**src/rtl/tcu_sweep_ctrl_pkg.sv**
```systemverilog
// Shared definitions for the TCU sweep sequencer: entry layout, state codes,
// and the entry validity rule.
package tcu_sweep_ctrl_pkg;

  localparam int TCU_W = 6;
  localparam int CFG_W = 4 * TCU_W;

  localparam logic [2:0] ST_IDLE  = 3'd0;
  localparam logic [2:0] ST_CHECK = 3'd1;
  localparam logic [2:0] ST_LOAD  = 3'd2;
  localparam logic [2:0] ST_RUN   = 3'd3;
  localparam logic [2:0] ST_DONE  = 3'd4;

  // Member order matches cfg_wdata: delay0 occupies the top bits.
  typedef struct packed {
    logic [TCU_W-1:0] delay0;
    logic [TCU_W-1:0] width0;
    logic [TCU_W-1:0] delay1;
    logic [TCU_W-1:0] width1;
  } tcu_entry_t;

  // A pulse must end inside the 6-bit compare range, so delay+width is
  // formed one bit wider to catch the wrap.
  function automatic logic entry_valid(input tcu_entry_t e);
    logic [TCU_W:0] end0;
    logic [TCU_W:0] end1;
    end0 = {1'b0, e.delay0} + {1'b0, e.width0};
    end1 = {1'b0, e.delay1} + {1'b0, e.width1};
    return (e.width0 != '0) && (e.width1 != '0) &&
           (end0 <= 7'd63) && (end1 <= 7'd63);
  endfunction

endpackage

```
**src/rtl/tcu_cfg_table.sv**
```systemverilog
// DEPTH x 24-bit entry table: one synchronous write port, combinational read.
import tcu_sweep_ctrl_pkg::*;

module tcu_cfg_table #(
  parameter int DEPTH = 8,
  parameter int AW    = 3
) (
  input  logic             clk_in,
  input  logic             we,
  input  logic [AW-1:0]    waddr,
  input  logic [CFG_W-1:0] wdata,
  input  logic [AW-1:0]    raddr,
  output logic [CFG_W-1:0] rdata
);

  logic [CFG_W-1:0] mem [DEPTH];

  always_ff @(posedge clk_in) begin
    if (we) mem[waddr] <= wdata;
  end

  assign rdata = mem[raddr];

endmodule

```
**src/rtl/tcu_sweep_ctrl.sv**
```systemverilog
// Sequencer stepping a TCU0/TCU1 pair through a table of delay/width entries.
// Optional TCU_SWEEP_LOOP_EN adds loop_mode (restart at entry 0 until abort).
import tcu_sweep_ctrl_pkg::*;

module tcu_sweep_ctrl #(
  parameter int DEPTH    = 8,
  parameter int AW       = 3,
  parameter int DW_W     = 16,
  parameter int LOAD_CYC = 4
) (
  input  logic             clk_in,
  input  logic             reset,
  input  logic             cfg_we,
  input  logic [AW-1:0]    cfg_addr,
  input  logic [CFG_W-1:0] cfg_wdata,
  input  logic [AW-1:0]    cfg_last,
  input  logic [DW_W-1:0]  dwell,
  input  logic             start,
  input  logic             abort,
  input  logic             frame_tick,
`ifdef TCU_SWEEP_LOOP_EN
  input  logic             loop_mode,
`endif
  output logic             tcu_arm,
  output logic [TCU_W-1:0] tcu_delay0,
  output logic [TCU_W-1:0] tcu_width0,
  output logic [TCU_W-1:0] tcu_delay1,
  output logic [TCU_W-1:0] tcu_width1,
  output logic [AW-1:0]    cur_idx,
  output logic             busy,
  output logic             done,
  output logic             aborted,
  output logic             err_skip
);

  localparam int LCW = (LOAD_CYC > 1) ? $clog2(LOAD_CYC) : 1;
  localparam logic [LCW-1:0] LOAD_LAST = LCW'(LOAD_CYC - 1);

  logic [2:0]       state;
  logic [LCW-1:0]   load_cnt;
  logic [DW_W-1:0]  tick_cnt;
  logic [DW_W-1:0]  dwell_last;
  logic [AW-1:0]    last_idx;
  logic [CFG_W-1:0] tbl_rdata;
  tcu_entry_t       entry;
  tcu_entry_t       tcu_q;
  logic             loop_on;
  logic [2:0]       adv_state;
  logic [AW-1:0]    adv_idx;
  logic             adv_done;

`ifdef TCU_SWEEP_LOOP_EN
  assign loop_on = loop_mode;
`else
  assign loop_on = 1'b0;
`endif

  // Writes are locked out for the whole sweep so the applied entry is stable.
  tcu_cfg_table #(
    .DEPTH (DEPTH),
    .AW    (AW)
  ) u_table (
    .clk_in (clk_in),
    .we     (cfg_we & ~busy),
    .waddr  (cfg_addr),
    .wdata  (cfg_wdata),
    .raddr  (cur_idx),
    .rdata  (tbl_rdata)
  );

  assign entry = tcu_entry_t'(tbl_rdata);

  generate
    if (DEPTH < (1 << AW)) begin : g_clamp
      localparam logic [AW-1:0] LAST_MAX = AW'(DEPTH - 1);
      assign last_idx = (cfg_last > LAST_MAX) ? LAST_MAX : cfg_last;
    end else begin : g_noclamp
      assign last_idx = cfg_last;
    end
  endgenerate

  assign dwell_last = (dwell == '0) ? '0 : dwell - 1'b1;

  // Where to go after finishing (or skipping) the current entry.
  always_comb begin
    adv_state = ST_CHECK;
    adv_idx   = cur_idx + 1'b1;
    adv_done  = 1'b0;
    if (cur_idx >= last_idx) begin
      if (loop_on) begin
        adv_idx = '0;
      end else begin
        adv_state = ST_DONE;
        adv_idx   = cur_idx;
        adv_done  = 1'b1;
      end
    end
  end

  always_ff @(posedge clk_in) begin
    if (reset) begin
      state    <= ST_IDLE;
      tcu_arm  <= 1'b0;
      tcu_q    <= '0;
      cur_idx  <= '0;
      busy     <= 1'b0;
      done     <= 1'b0;
      aborted  <= 1'b0;
      err_skip <= 1'b0;
      load_cnt <= '0;
      tick_cnt <= '0;
    end else begin
      done    <= 1'b0;
      aborted <= 1'b0;
      if ((state != ST_IDLE) && abort) begin
        state   <= ST_IDLE;
        tcu_arm <= 1'b0;
        busy    <= 1'b0;
        aborted <= 1'b1;
      end else begin
        case (state)
          ST_IDLE: begin
            if (start) begin
              state    <= ST_CHECK;
              cur_idx  <= '0;
              busy     <= 1'b1;
              err_skip <= 1'b0;
            end
          end
          ST_CHECK: begin
            if (entry_valid(entry)) begin
              state    <= ST_LOAD;
              tcu_q    <= entry;
              load_cnt <= '0;
            end else begin
              err_skip <= 1'b1;
              state    <= adv_state;
              cur_idx  <= adv_idx;
              done     <= adv_done;
            end
          end
          ST_LOAD: begin
            if (load_cnt == LOAD_LAST) begin
              state    <= ST_RUN;
              tcu_arm  <= 1'b1;
              tick_cnt <= '0;
            end else begin
              load_cnt <= load_cnt + 1'b1;
            end
          end
          ST_RUN: begin
            if (frame_tick) begin
              if (tick_cnt == dwell_last) begin
                tcu_arm <= 1'b0;
                state   <= adv_state;
                cur_idx <= adv_idx;
                done    <= adv_done;
              end else begin
                tick_cnt <= tick_cnt + 1'b1;
              end
            end
          end
          ST_DONE: begin
            state <= ST_IDLE;
            busy  <= 1'b0;
          end
          default: begin
            state   <= ST_IDLE;
            tcu_arm <= 1'b0;
            busy    <= 1'b0;
          end
        endcase
      end
    end
  end

  assign tcu_delay0 = tcu_q.delay0;
  assign tcu_width0 = tcu_q.width0;
  assign tcu_delay1 = tcu_q.delay1;
  assign tcu_width1 = tcu_q.width1;

endmodule

```
**config.mk**
```make
export PLATFORM = sky130hd
export DESIGN_NAME = tcu_sweep_ctrl
export DESIGN_NICKNAME = d
export VERILOG_FILES = /design/src/rtl/tcu_sweep_ctrl_pkg.sv /design/src/rtl/tcu_cfg_table.sv /design/src/rtl/tcu_sweep_ctrl.sv
export SDC_FILE = /design/constraint.sdc
export NUM_CORES = 1
export LEC_CHECK = 0
export CORE_UTILIZATION = 50
export CTS_BUF_LIST = sky130_fd_sc_hd__clkbuf_16
export DETAILED_ROUTE_END_ITERATION = 8
export PLACE_DENSITY = 0.75
export REMOVE_ABC_BUFFERS = 1
export SKIP_LAST_GASP = 1
export SYNTH_ARGS = -nofsm -noshare
export SYNTH_HDL_FRONTEND = slang
export SYNTH_SLANG_ARGS = --single-unit
```
**constraint.sdc**
```tcl
create_clock -name clk_in -period 4.9 [get_ports clk_in]
set_input_delay 0.98 -clock clk_in [delete_from_list [all_inputs] [get_ports clk_in]]
set_output_delay 0.98 -clock clk_in [all_outputs]
set_load 0.01 [all_outputs]
```
==> load_flow_metrics.sql, run 1 <==
INSERT INTO impl_metrics (metric_group, metric, value, unit) VALUES
('layout', 'seqCellArea', '0.006889', 'mm2'),
('sta', 'grt_setup_unrepaired', 'no', ''),
('run_status', 'outcome', 'finished, final reports clean', ''),
('detailed_routing', 'wl_per_cell', '20.84', 'um'),
('synthesis', 'area_fraction_in_compound_gates_after_synthesis', '0.05104', ''),
('hold_path', 'hold_path_end', 'err_skip', ''),
('clock_tree', 'clock_path_buffers', '3', ''),
('layout', 'fillers', '1604', ''),
('placement', 'port_buffers', '83', ''),
('hold_path', 'timing.hold.worst.class', 'register to register', ''),
('detailed_routing', 'length_of_the_first_detailed_routing_pass_in_iterations', '5', ''),
('layout', 'most_used_cells_in_the_layout_excluding_fill_and_tap_cells', 'sky130_fd_sc_hd__edfxtp_1 (192), sky130_fd_sc_hd__clkdlybuf4s50_1 (83), sky130_fd_sc_hd__dfxtp_1 (54), sky130_fd_sc_hd__nor2_1 (51), sky130_fd_sc_hd__mux4_2 (48)', ''),
('layout', 'layout-drive-gt1-share', '0.1901', ''),
('sta', 'fin_crit', '4.619', 'ns'),
('power_and_ir_drop', 'power.total', '5325', 'uW'),
('worst_setup_path', 'r2r_slack', '0.28', 'ns'),
('clock_tree', 'post_cts_repair_timing_setup_buffer_count', '0', ''),
('floorplanning', 'die_h', '149.7', 'um'),
('worst_setup_path', 'worst_r2r_path_depth', '16', ''),
('placement', 'dpl-instance-area', '0.01224', 'mm2'),
('clock_tree', 'clock_insertion_delay_worst_skew', '0.54', 'ns'),
('hold_path', 'worstHoldStart', 'err_skip', ''),
('clock_tree', 'cts_max_level', '1', ''),
('clock_tree', 'cts-root-buf', 'sky130_fd_sc_hd__clkbuf_16', ''),
('synthesis', 'ys_warn_count', '0', ''),
('worst_setup_path', 'cp-start-kind', 'register', ''),
('layout', 'area_growth', '19.65', '%'),
('worst_setup_path', 'worst_endpoint_required_time', '5.28', 'ns'),
('detailed_routing', 'iter_0_drt_violations', '596', ''),
('layout', 'antenna_cells', '0', ''),
('clock_tree', 'numCtsBuffers', '25', ''),
('synthesis', 'syn-cell-area', '0.01091', 'mm2'),
('worst_setup_path', 'worst_setup_path_type', 'register to register', ''),
('power_and_ir_drop', 'cellLeakagePower', '0.004515', 'uW'),
('floorplanning', 'ios', '84', ''),
('sta', 'skew', '0.01219', 'ns'),
('synthesis', 'synthCells', '740', ''),
('synthesis', 'post_synth_num_cell_types', '59', ''),
('layout', 'layoutNonFillerInstCount', '1143', ''),
('placement', 'detailed_place_hpwl', '15260', 'um'),
('sta', 'hold_viol', '0', ''),
('synthesis', 'synth_fa_ha_area_frac', '0.02432', ''),
('sta', 'worst_max_slew_margin_expressed_relative_to_the_limit', '0.3844', ''),
('layout', 'postLayoutCellArea', '0.01305', 'mm2'),
('global_routing', 'groute.usage.overall', '0.2187', ''),
('placement', 'post-place-cells', '1097', ''),
('clock_tree', 'tritoncts_num_sinks', '248', ''),
('floorplanning', 'rows', '53', ''),
('floorplanning', 'start_util', '0.5140', ''),
('layout', 'most_common_library_cell_in_the_layout_ignoring_fill_and_taps', 'sky130_fd_sc_hd__edfxtp_1', ''),
('worst_setup_path', 'endpoint_kind', 'register', ''),
('power_and_ir_drop', 'pwr_density_cell', '408.0', 'mW/mm2'),
('synthesis', 'xor_xnor_cell_area_share_of_the_yosys_netlist', '0.009635', ''),
('job', 'maxCapViolations', '0', ''),
('synthesis', 'synth_seq_cells', '248', ''),
('clock_tree', 'cts.reportedPaths.clkPinSlew', '0.06', 'ns'),
('power_and_ir_drop', 'worst_case_vdd_ir_drop', '314.8', 'uV'),
('hold_path', 'min_delay_path_depth', '1', ''),
('detailed_routing', 'route.detailed.vias_per_inst', '5.975', ''),
('floorplanning', 'die_width', '149.7', 'um'),
('global_routing', 'grt_start_max_net_pins', '25', ''),
('sta', 'setup_viol', '0', ''),
('global_routing', 'grt_antenna_before_repair', '1', ''),
('floorplanning', 'die_area', '0.02241', 'mm2'),
('detailed_routing', 'remaining_drc_errors', '0', ''),
('sta', 'maxClockFrequency', '216.5', 'MHz'),
('sta', 'finalCritPeriodShare', '0.9427', ''),
('global_routing', 'grt_pass1_wl', '37070', 'um'),
('global_routing', 'gr-total-overflow', '0', ''),
('worst_setup_path', 'cp.arrival', '5.00', 'ns'),
('sta', 'worst_slew_pin_slew', '0.9206', 'ns');
==> through the flow <==
step           hold slack (ns)  worst slack, ns
3_5_place_dp            0.4566           0.1736
3_3_place_gp            0.4577           0.2611
6_report                0.4769           0.2810
4_1_cts                 0.4863           0.2579
2_1_floorplan           0.4646          -0.3816
5_1_grt                 0.5248          0.01011
==> worst max-delay path, stage by stage (launching register included) <==
cell                        delay [ns]
sky130_fd_sc_hd__dfxtp_2          0.65
sky130_fd_sc_hd__mux4_2           0.58
sky130_fd_sc_hd__mux2_2           0.32
sky130_fd_sc_hd__ha_1             0.21
sky130_fd_sc_hd__inv_1            0.06
sky130_fd_sc_hd__fa_1             0.17
sky130_fd_sc_hd__nor2b_1          0.05
sky130_fd_sc_hd__o21ai_0          0.26
sky130_fd_sc_hd__a21oi_1          0.13
sky130_fd_sc_hd__a2111oi_0        0.50
sky130_fd_sc_hd__buf_4            0.20
sky130_fd_sc_hd__nand4_1          0.21
sky130_fd_sc_hd__or3_1            0.46
sky130_fd_sc_hd__buf_4            0.22
sky130_fd_sc_hd__o41ai_1          0.10
sky130_fd_sc_hd__mux2i_1          0.28
sky130_fd_sc_hd__nor2_1           0.06
==> cell type report <==
type,count,share of cell area
Sequential cell,248,0.5278
Multi-Input combinational cell,440,0.2942
Timing Repair Buffer,119,0.08532
Clock buffer,25,0.04793
Tap cell,275,0.02636
Clock inverter,21,0.01400
Inverter,15,0.004314
==> state kept, by name, indices dropped and copies added, names as in the netlist, named ones only <==
name         flops
aborted          1
done             1
tcu_width1       6
state            3
cur_idx          3
u_table.mem    192
err_skip         1
tcu_delay1       6
load_cnt         2
tcu_width0       6
tcu_arm          1
tcu_delay0       6
tick_cnt        16
busy             1
==> how the worst max path moves through the flow <==
stage	start	end	slack, ns	depth (start not counted)
after floorplan	register	load_cnt[1]	-0.38	14
after global placement	dwell[9]	register	0.26	11
final	register	load_cnt[1]	0.28	16
after global routing	register	load_cnt[1]	0.01	16
after detailed placement	dwell[9]	register	0.17	11
after CTS	register	load_cnt[1]	0.26	16
==> per-layer routing <==
metal  vias up  global-route usage  share of wire
met5         -                   0        0.00055
met4         2             0.05808          0.019
met3        38             0.03323          0.068
met2       265              0.3539           0.48
met1      3391              0.3098           0.43
li1       3133                   -              -
==> cell families after synthesis <==
logic type | after synthesis
AO/OA/AOI/OAI | 83
XOR/XNOR | 12
adder cells (fa/ha/maj) | 20
buffers and inverters | 52
flip-flops | 248
multiplexers | 106
AND/OR/NAND/NOR | 219
==> Yosys cell counts, types with 2 or more instances <==
| cell type | instances | area, um2 |
|---|---|---|
| sky130_fd_sc_hd__edfxtp_1 | 192 | 5766 |
| sky130_fd_sc_hd__dfxtp_1 | 56 | 1121 |
| sky130_fd_sc_hd__nor2_1 | 53 | 198.9 |
| sky130_fd_sc_hd__mux4_2 | 48 | 1081 |
| sky130_fd_sc_hd__nand2_1 | 37 | 138.9 |
| sky130_fd_sc_hd__mux2i_1 | 33 | 330.3 |
| sky130_fd_sc_hd__a21oi_1 | 25 | 125.1 |
| sky130_fd_sc_hd__clkbuf_1 | 25 | 93.84 |
| sky130_fd_sc_hd__mux2_2 | 25 | 281.5 |
| sky130_fd_sc_hd__ha_1 | 18 | 225.2 |
| sky130_fd_sc_hd__nor3_1 | 17 | 85.08 |
| sky130_fd_sc_hd__nor4_1 | 16 | 100.1 |
| sky130_fd_sc_hd__inv_1 | 15 | 56.30 |
| sky130_fd_sc_hd__or4_1 | 15 | 112.6 |
| sky130_fd_sc_hd__nand2b_1 | 13 | 81.33 |
| sky130_fd_sc_hd__or3_1 | 13 | 81.33 |
| sky130_fd_sc_hd__nand3_1 | 12 | 60.06 |
| sky130_fd_sc_hd__nand4_1 | 10 | 62.56 |
| sky130_fd_sc_hd__o31ai_1 | 8 | 60.06 |
| sky130_fd_sc_hd__o21a_1 | 7 | 52.55 |
| sky130_fd_sc_hd__xnor2_1 | 7 | 61.31 |
| sky130_fd_sc_hd__buf_1 | 6 | 22.52 |
| sky130_fd_sc_hd__nor2b_1 | 6 | 37.54 |
| sky130_fd_sc_hd__o21ai_0 | 6 | 30.03 |
| sky130_fd_sc_hd__and3_1 | 5 | 31.28 |
| sky130_fd_sc_hd__o211ai_1 | 5 | 37.54 |
| sky130_fd_sc_hd__xor2_1 | 5 | 43.79 |
| sky130_fd_sc_hd__a211o_1 | 4 | 35.03 |
| sky130_fd_sc_hd__a21o_1 | 4 | 30.03 |
| sky130_fd_sc_hd__buf_2 | 4 | 20.02 |
| sky130_fd_sc_hd__o21ai_1 | 4 | 20.02 |
| sky130_fd_sc_hd__or2_2 | 4 | 25.02 |
| sky130_fd_sc_hd__a31oi_1 | 3 | 18.77 |
| sky130_fd_sc_hd__nand3b_1 | 3 | 22.52 |
| sky130_fd_sc_hd__nor3b_1 | 3 | 22.52 |
| sky130_fd_sc_hd__a2111oi_0 | 2 | 17.52 |
| sky130_fd_sc_hd__a221oi_1 | 2 | 17.52 |
| sky130_fd_sc_hd__and4b_1 | 2 | 20.02 |
| sky130_fd_sc_hd__fa_1 | 2 | 40.04 |
| sky130_fd_sc_hd__nor4_2 | 2 | 25.02 |
| sky130_fd_sc_hd__o31a_1 | 2 | 17.52 |
| sky130_fd_sc_hd__o41ai_1 | 2 | 17.52 |
| sky130_fd_sc_hd__or4_4 | 2 | 22.52 |
| sky130_fd_sc_hd__or4b_2 | 2 | 20.02 |
==> where the power goes <==
part	switching [uW]	internal (uW)
clock	777	1090
sequential	102	2360
combinational	487	510
Power figures use the tool's default switching activity.
==> run 2, diff against run 1 <==
Settings changed: GPL_TIMING_DRIVEN from default to 0.
==> run 2 against run 1 <==
  * Flip-flop and latch count stayed put
  * Largest power group unchanged
  * Via count shrank 0.95%
  * Register-to-register slack better by 0.05 ns
  * Global-route usage down 0.41 points
==> load_flow_metrics.sql, run 2 (synthesis results as in run 1) <==
INSERT INTO impl_metrics (metric_group, metric, value, unit) VALUES
('clock_tree', 'clock_path_buffers', '3', ''),
('placement', 'detailed_place_hpwl', '15170', 'um'),
('hold_path', 'hold_path_end', 'err_skip', ''),
('clock_tree', 'cts-root-buf', 'sky130_fd_sc_hd__clkbuf_16', ''),
('placement', 'post-place-cells', '1082', ''),
('clock_tree', 'cts_max_level', '1', ''),
('detailed_routing', 'route.detailed.vias_per_inst', '5.981', ''),
('layout', 'final_core_util', '0.6141', ''),
('global_routing', 'grt_antenna_before_repair', '1', ''),
('worst_setup_path', 'rr_endpoint', 'load_cnt[1]', ''),
('hold_path', 'min_delay_path_depth', '1', ''),
('detailed_routing', 'length_of_the_first_detailed_routing_pass_in_iterations', '5', ''),
('detailed_routing', 'total_via_count_after_detailed_routing', '6764', ''),
('placement', 'port_buffers', '83', ''),
('power_and_ir_drop', 'worst_case_vdd_ir_drop', '355.7', 'uV'),
('hold_path', 'timing.hold.worst.class', 'register to register', ''),
('sta', 'whs', '0.4743', 'ns'),
('floorplanning', 'start_util', '0.5140', ''),
('detailed_routing', 'wl_per_cell', '20.74', 'um'),
('layout', 'regMostFlops', 'u_table.mem', ''),
('floorplanning', 'rows', '53', ''),
('layout', 'largest_registers', 'u_table.mem: 192 flops, tick_cnt: 16 flops', ''),
('layout', 'most_used_cells_in_the_layout_excluding_fill_and_tap_cells', 'sky130_fd_sc_hd__edfxtp_1 (192), sky130_fd_sc_hd__clkdlybuf4s50_1 (82), sky130_fd_sc_hd__dfxtp_1 (53), sky130_fd_sc_hd__nor2_1 (51), sky130_fd_sc_hd__mux4_2 (48)', ''),
('worst_setup_path', 'critPathMaxFanout', '25', ''),
('sta', 'worst_slew_pin_slew', '1.006', 'ns'),
('layout', 'layout-drive-gt1-share', '0.1813', ''),
('worst_setup_path', 'cp.arrival', '4.94', 'ns'),
('global_routing', 'groute.usage.overall', '0.2146', ''),
('layout', 'most_common_library_cell_in_the_layout_ignoring_fill_and_taps', 'sky130_fd_sc_hd__edfxtp_1', ''),
('sta', 'setup_viol', '0', ''),
('layout', 'max_reg_flops', '192', ''),
('detailed_routing', 'antenna_violation_net_count_after_detailed_routing', '0', ''),
('detailed_routing', 'remaining_drc_errors', '0', ''),
('clock_tree', 'tritoncts', 'yes', ''),
('sta', 'skew', '0.02349', 'ns'),
('floorplanning', 'die_width', '149.7', 'um'),
('layout', 'layoutNonFillerInstCount', '1131', ''),
('global_routing', 'grt_start_max_net_pins', '44', ''),
('layout', 'nets', '908', ''),
('run_status', 'outcome', 'finished, final reports clean', ''),
('sta', 'worst_max_slew_margin_expressed_relative_to_the_limit', '0.3259', ''),
('worst_setup_path', 'worst_setup_path_type', 'register to register', ''),
('worst_setup_path', 'worst_r2r_path_depth', '14', ''),
('job', 'maxCapViolations', '0', ''),
('sta', 'maxClockFrequency', '218.8', 'MHz'),
('floorplanning', 'design.core.area', '0.02122', 'mm2'),
('clock_tree', 'clock_insertion_delay_worst_skew', '0.54', 'ns'),
('power_and_ir_drop', 'pwr_density_cell', '398.1', 'mW/mm2'),
('sta', 'hold_viol', '0', ''),
('worst_setup_path', 'endpoint_kind', 'register', ''),
('sta', 'grt_setup_unrepaired', 'no', ''),
('sta', 'finalCritPeriodShare', '0.9326', ''),
('layout', 'fillers', '1609', ''),
('floorplanning', 'die_h', '149.7', 'um'),
('worst_setup_path', 'r2r_slack', '0.33', 'ns'),
('clock_tree', 'cts.reportedPaths.clkPinSlew', '0.06', 'ns'),
('clock_tree', 'numCtsBuffers', '25', ''),
('layout', 'area_growth', '19.47', '%'),
('global_routing', 'first_global_vias', '6533', ''),
('global_routing', 'gr-total-overflow', '0', ''),
('floorplanning', 'die_area', '0.02241', 'mm2'),
('detailed_routing', 'iter_0_drt_violations', '561', ''),
('clock_tree', 'tritoncts_num_sinks', '248', ''),
('worst_setup_path', 'worst_endpoint_required_time', '5.27', 'ns'),
('placement', 'gp_congestion', '0.8787', ''),
('global_routing', 'grt_pass1_wl', '36360', 'um'),
('sta', 'fin_crit', '4.570', 'ns'),
('hold_path', 'worstHoldStart', 'err_skip', ''),
('sta', 'report.final.slew_viol_count', '0', ''),
('detailed_routing', 'routed_wirelength', '23450', 'um'),
('power_and_ir_drop', 'cellLeakagePower', '0.004454', 'uW'),
('floorplanning', 'ios', '84', ''),
('worst_setup_path', 'cp-start-kind', 'register', '');
-- run 2: worst max-delay path by stage --
| stage | startpoint | slack (ns) | depth (start not counted) | to |
|---|---|---|---|---|
| finish | register | 0.33 | 14 | load_cnt[1] |
| global route | register | 0.02 | 14 | load_cnt[1] |
| CTS | register | 0.27 | 14 | load_cnt[1] |
| detailed placement | register | -0.39 | 14 | load_cnt[1] |
| global placement | register | -2.08 | 14 | load_cnt[1] |
| floorplan | register | -0.38 | 14 | load_cnt[1] |
-- run 2: where the power goes --
part           total, uW  switching (uW)  internal, uW  leakage (uW)
sequential          2490             128          2360       0.00219
combinational        946             457           488       0.00185
clock               1750             770           983      0.000410
-- run 2: area by class of cell --
class | instances | area, um2 | share of cell area
sequential | 248 | 6898 | 0.5293
multi-input combinational | 440 | 3856 | 0.2959
timing repair buffer | 106 | 1116 | 0.08565
clock buffer | 25 | 625.6 | 0.04801
tap | 275 | 344.1 | 0.02640
clock inverter | 21 | 132.6 | 0.01018
inverter | 15 | 56.30 | 0.004321
antenna | 1 | 2.502 | 0.0001920
-- run 2: routing by layer --
layer | vias to the layer above | wire length (um) | track usage
li1 | 3113 | - | -
met1 | 3360 | 10230 | 0.2993
met2 | 253 | 11200 | 0.3516
met3 | 38 | 1489 | 0.03476
met4 | 0 | 531 | 0.05556
met5 | - | 0 | 0
-- run 2: repair_timing --
| action | 4_1_cts | 5_1_grt |
|---|---|---|
| hold buffers | 0 | 0 |
| gates resized for setup | 3 | 0 |
| endpoints found under the setup margin | 25 | 0 |
| setup buffers | 2 | 0 |
-- run 2: through the flow --
stage / instance area, um2 / power [uW] / setup slack, ns / setup TNS [ns]
after CTS: 13030 / 5223 / 0.2715 / 0
after floorplan: 10750 / 3096 / -0.3816 / -5.909
after detailed placement: 12220 / 3444 / -0.3910 / -6.273
after global placement: 11920 / 3428 / -2.075 / -220.44
final: 13030 / 5188 / 0.3302 / 0
after global routing: 13030 / 5393 / 0.01912 / 0
-- run 2: critical path, stage by stage (launching register included) --
cell                        delay, ns
sky130_fd_sc_hd__dfxtp_4         0.66
sky130_fd_sc_hd__mux4_2          0.57
sky130_fd_sc_hd__mux2_2          0.32
sky130_fd_sc_hd__ha_1            0.20
sky130_fd_sc_hd__inv_1           0.06
sky130_fd_sc_hd__fa_1            0.17
sky130_fd_sc_hd__nor2b_1         0.05
sky130_fd_sc_hd__o21ai_0         0.17
sky130_fd_sc_hd__a21oi_1         0.11
sky130_fd_sc_hd__a2111oi_1       0.65
sky130_fd_sc_hd__nand4_1         0.30
sky130_fd_sc_hd__or3_4           0.67
sky130_fd_sc_hd__o41ai_1         0.16
sky130_fd_sc_hd__mux2i_1         0.23
sky130_fd_sc_hd__nor2_1          0.06
==> run 3, diff against run 2 <==
Settings changed: ABC_AREA from default to 1, CORE_MARGIN from default to 1, PLACE_DENSITY 0.75 to 0.74.
==> run 3 against run 2 <==
  * Register-to-register slack better by 0.07 ns
  * Sequential share of layout area down 1.6 points
  * Die area up 5.6%
  * Sequential power down 2%
  * Global-route usage up 1.4 points
  * Clock skew down 0.0020 ns
  * Fmax up 1.5%
  * Combinational power up 8%
  * Largest cell class unchanged
  * Utilization down 2.1 points
  * Total power up 3.0%
  * Highest routed layer unchanged
  * Area after synthesis up 5.7%
  * Count of clock-buffer cells in the layout up 1
==> load_flow_metrics.sql, run 3 <==
INSERT INTO impl_metrics (metric_group, metric, value, unit) VALUES
('detailed_routing', 'iter_0_drt_violations', '727', ''),
('worst_setup_path', 'worst_setup_path_type', 'register to register', ''),
('worst_setup_path', 'critPathMaxFanout', '49', ''),
('clock_tree', 'cts_max_level', '1', ''),
('sta', 'maxClockFrequency', '222.2', 'MHz'),
('layout', 'layoutNonFillerInstCount', '1571', ''),
('floorplanning', 'rows', '55', ''),
('placement', 'port_buffers', '83', ''),
('synthesis', 'fraction_of_synthesized_cell_area_taken_by_the_top_area_cell_type', '0.5002', ''),
('worst_setup_path', 'crit_top_cell', 'sky130_fd_sc_hd__o21ai_0', ''),
('global_routing', 'groute.usage.overall', '0.2281', ''),
('global_routing', 'globalRouteMet1Util', '0.3132', ''),
('power_and_ir_drop', 'portion_of_total_power_attributed_to_combinational_logic', '0.192', ''),
('power_and_ir_drop', 'pwr_density_cell', '397.9', 'mW/mm2'),
('synthesis', 'synth_mux_area_frac', '0', ''),
('detailed_routing', 'routed_wirelength', '26790', 'um'),
('sta', 'finalCritPeriodShare', '0.9185', ''),
('synthesis', 'syn-cell-area', '0.01153', 'mm2'),
('detailed_routing', 'wl_per_cell', '17.05', 'um'),
('layout', 'layout-drive-gt1-share', '0.08560', ''),
('synthesis', 'post_synth_num_cell_types', '37', ''),
('sta', 'worst_max_slew_margin_expressed_relative_to_the_limit', '0.2106', ''),
('synthesis', 'ys_warn_count', '0', ''),
('layout', 'nets', '1337', ''),
('global_routing', 'busiest_layer', 'met2', ''),
('synthesis', 'synth_seq_cells', '248', ''),
('power_and_ir_drop', 'power.share.clock', '0.353', ''),
('global_routing', 'gr-usage-met2', '0.3797', ''),
('placement', 'post-place-cells', '1522', ''),
('detailed_routing', 'antenna_violation_net_count_after_detailed_routing', '0', ''),
('clock_tree', 'post_cts_repair_timing_setup_buffer_count', '0', ''),
('synthesis', 'synth_fa_ha_area_frac', '0.02301', ''),
('clock_tree', 'cts.repair.resized', '2', ''),
('synthesis', 'main_combinational_cell_family_by_area_after_synthesis', 'simple AND/OR/NAND/NOR gates', ''),
('synthesis', 'synth_edf_count', '192', ''),
('synthesis', 'area_fraction_in_compound_gates_after_synthesis', '0.09835', ''),
('layout', 'multi_input_area', '0.004104', 'mm2'),
('detailed_routing', 'total_via_count_after_detailed_routing', '8626', ''),
('sta', 'report.final.slew_viol_count', '0', ''),
('power_and_ir_drop', 'worst_case_vdd_ir_drop', '314.0', 'uV'),
('clock_tree', 'tritoncts', 'yes', ''),
('synthesis', 'netlist.top_cell.by_area', 'sky130_fd_sc_hd__edfxtp_1', ''),
('layout', 'max_reg_flops', '192', ''),
('floorplanning', 'start_util', '0.5091', ''),
('global_routing', 'grt_pass1_wl', '42570', 'um'),
('job', 'maxCapViolations', '0', ''),
('worst_setup_path', 'critical-path-slowest-cell', 'sky130_fd_sc_hd__dfxtp_2', ''),
('run_status', 'outcome', 'finished, final reports clean', ''),
('layout', 'fillers', '1866', ''),
('layout', 'regMostFlops', 'u_table.mem', ''),
('synthesis', 'xor_xnor_cell_area_share_of_the_yosys_netlist', '0.01216', ''),
('sta', 'fin_crit', '4.501', 'ns'),
('synthesis', 'top_flip_flop_cell_by_instance_count_after_synthesis', 'sky130_fd_sc_hd__edfxtp_1', ''),
('detailed_routing', 'remaining_drc_errors', '0', ''),
('sta', 'grt_setup_unrepaired', 'no', ''),
('power_and_ir_drop', 'cellLeakagePower', '0.004914', 'uW'),
('clock_tree', 'clock_insertion_delay_worst_skew', '0.54', 'ns'),
('worst_setup_path', 'cp-start-kind', 'register', ''),
('power_and_ir_drop', 'power.net_switching', '1535', 'uW'),
('power_and_ir_drop', 'internal_pwr_total', '3808', 'uW'),
('global_routing', 'gr-total-overflow', '0', ''),
('sta', 'setup_tns', '0', 'ns'),
('synthesis', 'postSynthAreaPerCell', '9.581', 'um2'),
('synthesis', 'ys_seq_area_frac', '0.5975', ''),
('global_routing', 'grt_antenna_before_repair', '1', ''),
('sta', 'hold_viol', '0', ''),
('clock_tree', 'numCtsBuffers', '26', ''),
('global_routing', 'grt_start_max_net_pins', '96', ''),
('floorplanning', 'ios', '84', ''),
('placement', 'detailed_place_hpwl', '15950', 'um'),
('power_and_ir_drop', 'power.switching_fraction', '0.2873', ''),
('hold_path', 'timing.hold.worst.class', 'register to register', ''),
('layout', 'largest_registers', 'u_table.mem: 192 flops, tick_cnt: 16 flops', ''),
('floorplanning', 'die_width', '153.8', 'um'),
('worst_setup_path', 'critical_path.top_delay_family', 'compound AO/OA/AOI/OAI gates', ''),
('placement', 'gp_congestion', '0.9201', ''),
('clock_tree', 'cts.reportedPaths.clkPinSlew', '0.06', 'ns'),
('worst_setup_path', 'cell_by_cell_listing_of_the_critical_path', 'buf_12 > inv_4 > nor2_1 > o21ai_0 > nand3_1 > o21ai_1 > inv_1 > ha_1 > inv_1 > fa_1 > o21ai_0 > a21oi_1 > o21ai_0 > nor2_1 > nand4_1 > inv_1 > nand2_2 > inv_2 > o21ai_0 > a21oi_1', ''),
('synthesis', 'netlist_top_cells_area', 'sky130_fd_sc_hd__edfxtp_1 (50%), sky130_fd_sc_hd__dfxtp_1 (9.7%), sky130_fd_sc_hd__nor2_1 (7.6%)', ''),
('worst_setup_path', 'worst-path-buf-inv', '6', ''),
('layout', 'most_used_cells_in_the_layout_excluding_fill_and_tap_cells', 'sky130_fd_sc_hd__nor2_1 (224), sky130_fd_sc_hd__nand2_1 (194), sky130_fd_sc_hd__edfxtp_1 (192), sky130_fd_sc_hd__o21ai_0 (125), sky130_fd_sc_hd__inv_1 (85)', ''),
('clock_tree', 'postCtsHoldBufs', '0', ''),
('floorplanning', 'die_area', '0.02366', 'mm2'),
('layout', 'most_common_library_cell_in_the_layout_ignoring_fill_and_taps', 'sky130_fd_sc_hd__nor2_1', ''),
('worst_setup_path', 'endpoint_kind', 'register', ''),
('clock_tree', 'clock_path_buffers', '3', ''),
('detailed_routing', 'length_of_the_first_detailed_routing_pass_in_iterations', '5', ''),
('floorplanning', 'design.core.area', '0.02264', 'mm2'),
('power_and_ir_drop', 'seq_power_share', '0.455', ''),
('clock_tree', 'tritoncts_num_sinks', '248', ''),
('global_routing', 'grt_util_met3', '0.03410', ''),
('synthesis', 'async_flop_share', '0', ''),
('worst_setup_path', 'cp.arrival', '4.91', 'ns'),
('global_routing', 'first_global_vias', '8101', ''),
('sta', 'worst_slew_pin_slew', '1.180', 'ns'),
('sta', 'skew', '0.02146', 'ns'),
('detailed_routing', 'route.detailed.vias_per_inst', '5.491', ''),
('synthesis', 'synth_commonest_cells', 'sky130_fd_sc_hd__nor2_1 (232), sky130_fd_sc_hd__nand2_1 (194), sky130_fd_sc_hd__edfxtp_1 (192)', ''),
('synthesis', 'synth_simple_gate_area_frac', '0.2166', ''),
('worst_setup_path', 'worst_endpoint_required_time', '5.31', 'ns'),
('clock_tree', 'cts-root-buf', 'sky130_fd_sc_hd__clkbuf_16', ''),
('synthesis', 'post-synth-top-count-cell', 'sky130_fd_sc_hd__nor2_1', ''),
('layout', 'area_growth', '16.51', '%'),
('worst_setup_path', 'cpPeakStageDelay', '0.59', 'ns'),
('floorplanning', 'die_h', '153.8', 'um'),
('sta', 'setup_viol', '0', ''),
('synthesis', 'synthCells', '1203', ''),
('layout', 'seqCellArea', '0.006893', 'mm2');
[run 3: cell count changes after synthesis, sizes merged, moves of 14 or more]
cell and delta:
nor2 +196, nand2 +176, nand3 +58, mux2 -25, nor4 -14, inv +70, o22ai +28, buf +16
a21oi +15, mux2i -33, o21ai +118, mux4 -48, nand4 +14, or4 -17
[run 3: power by group through the flow]
stage / clock network (uW) / registers (uW) / logic (uW)
2_1_floorplan: 0 / 2510 / 579
3_3_place_gp: 0 / 2520 / 922
3_5_place_dp: 0 / 2480 / 1010
4_1_cts: 1900 / 2430 / 1020
5_1_grt: 1990 / 2440 / 1150
6_report: 1890 / 2430 / 1020
[run 3: kinds of logic after synthesis]
kind of cell,count (synthesis)
AOI/OAI and AO/OA,207
xor gates and xnor gates,16
adders and majority gates,20
buffers and inverters,139
DFF,248
and+or+nand+nor,573
[run 3: final timing paths]
check / start / slack (ns) / to / cells past startpoint
setup / recovery: register / 0.40 / tcu_width1[5] / 20
hold / removal: tcu_arm / 0.46 / tcu_arm / 2
setup reg to reg: register / 0.40 / tcu_width1[5] / 20
hold reg to reg: tcu_arm / 0.46 / tcu_arm / 2
[run 3: cell type report]
class                      instances  area share
clock inverter                    22     0.01323
timing repair buffer              87     0.06774
clock buffer                      26     0.04845
sequential                       248      0.5133
inverter                          86     0.02497
tap                              285     0.02655
antenna                            1   0.0001863
multi-input combinational        816      0.3056
[run 3: layer usage]
metal / share of wire / wire length (um) / vias up
met3: 0.064 / 1719 / 49
li1: - / - / 4228
met5: 0 / 0 / -
met4: 0.021 / 567 / 0
met2: 0.48 / 12800 / 313
met1: 0.44 / 11700 / 4036
[run 3: worst register-to-register path: stages, from the launching register on]
cell and delay (ns):
sky130_fd_sc_hd__dfxtp_2 0.59, sky130_fd_sc_hd__buf_12 0.26, sky130_fd_sc_hd__inv_4 0.25, sky130_fd_sc_hd__nor2_1 0.22
sky130_fd_sc_hd__o21ai_0 0.09, sky130_fd_sc_hd__nand3_1 0.10, sky130_fd_sc_hd__o21ai_1 0.12, sky130_fd_sc_hd__inv_1 0.13
sky130_fd_sc_hd__ha_1 0.15, sky130_fd_sc_hd__inv_1 0.04, sky130_fd_sc_hd__fa_1 0.35, sky130_fd_sc_hd__o21ai_0 0.44
sky130_fd_sc_hd__a21oi_1 0.11, sky130_fd_sc_hd__o21ai_0 0.17, sky130_fd_sc_hd__nor2_1 0.10, sky130_fd_sc_hd__nand4_1 0.16
sky130_fd_sc_hd__inv_1 0.07, sky130_fd_sc_hd__nand2_2 0.36, sky130_fd_sc_hd__inv_2 0.36, sky130_fd_sc_hd__o21ai_0 0.25
sky130_fd_sc_hd__a21oi_1 0.06
[run 3: stage by stage]
stage	utilization	power [uW]	hold slack (ns)	setup slack, ns	instance area (um2)
3_5_place_dp	0.5560	3483	0.4540	-0.7573	12590
6_report	0.5931	5343	0.4643	0.3991	13430
5_1_grt	0.5930	5582	0.4982	0.01607	13430
2_1_floorplan	-	3088	0.4412	-0.04243	11240
3_3_place_gp	0.5491	3444	0.4514	-2.882	12430
4_1_cts	0.5927	5351	0.4644	0.2488	13420
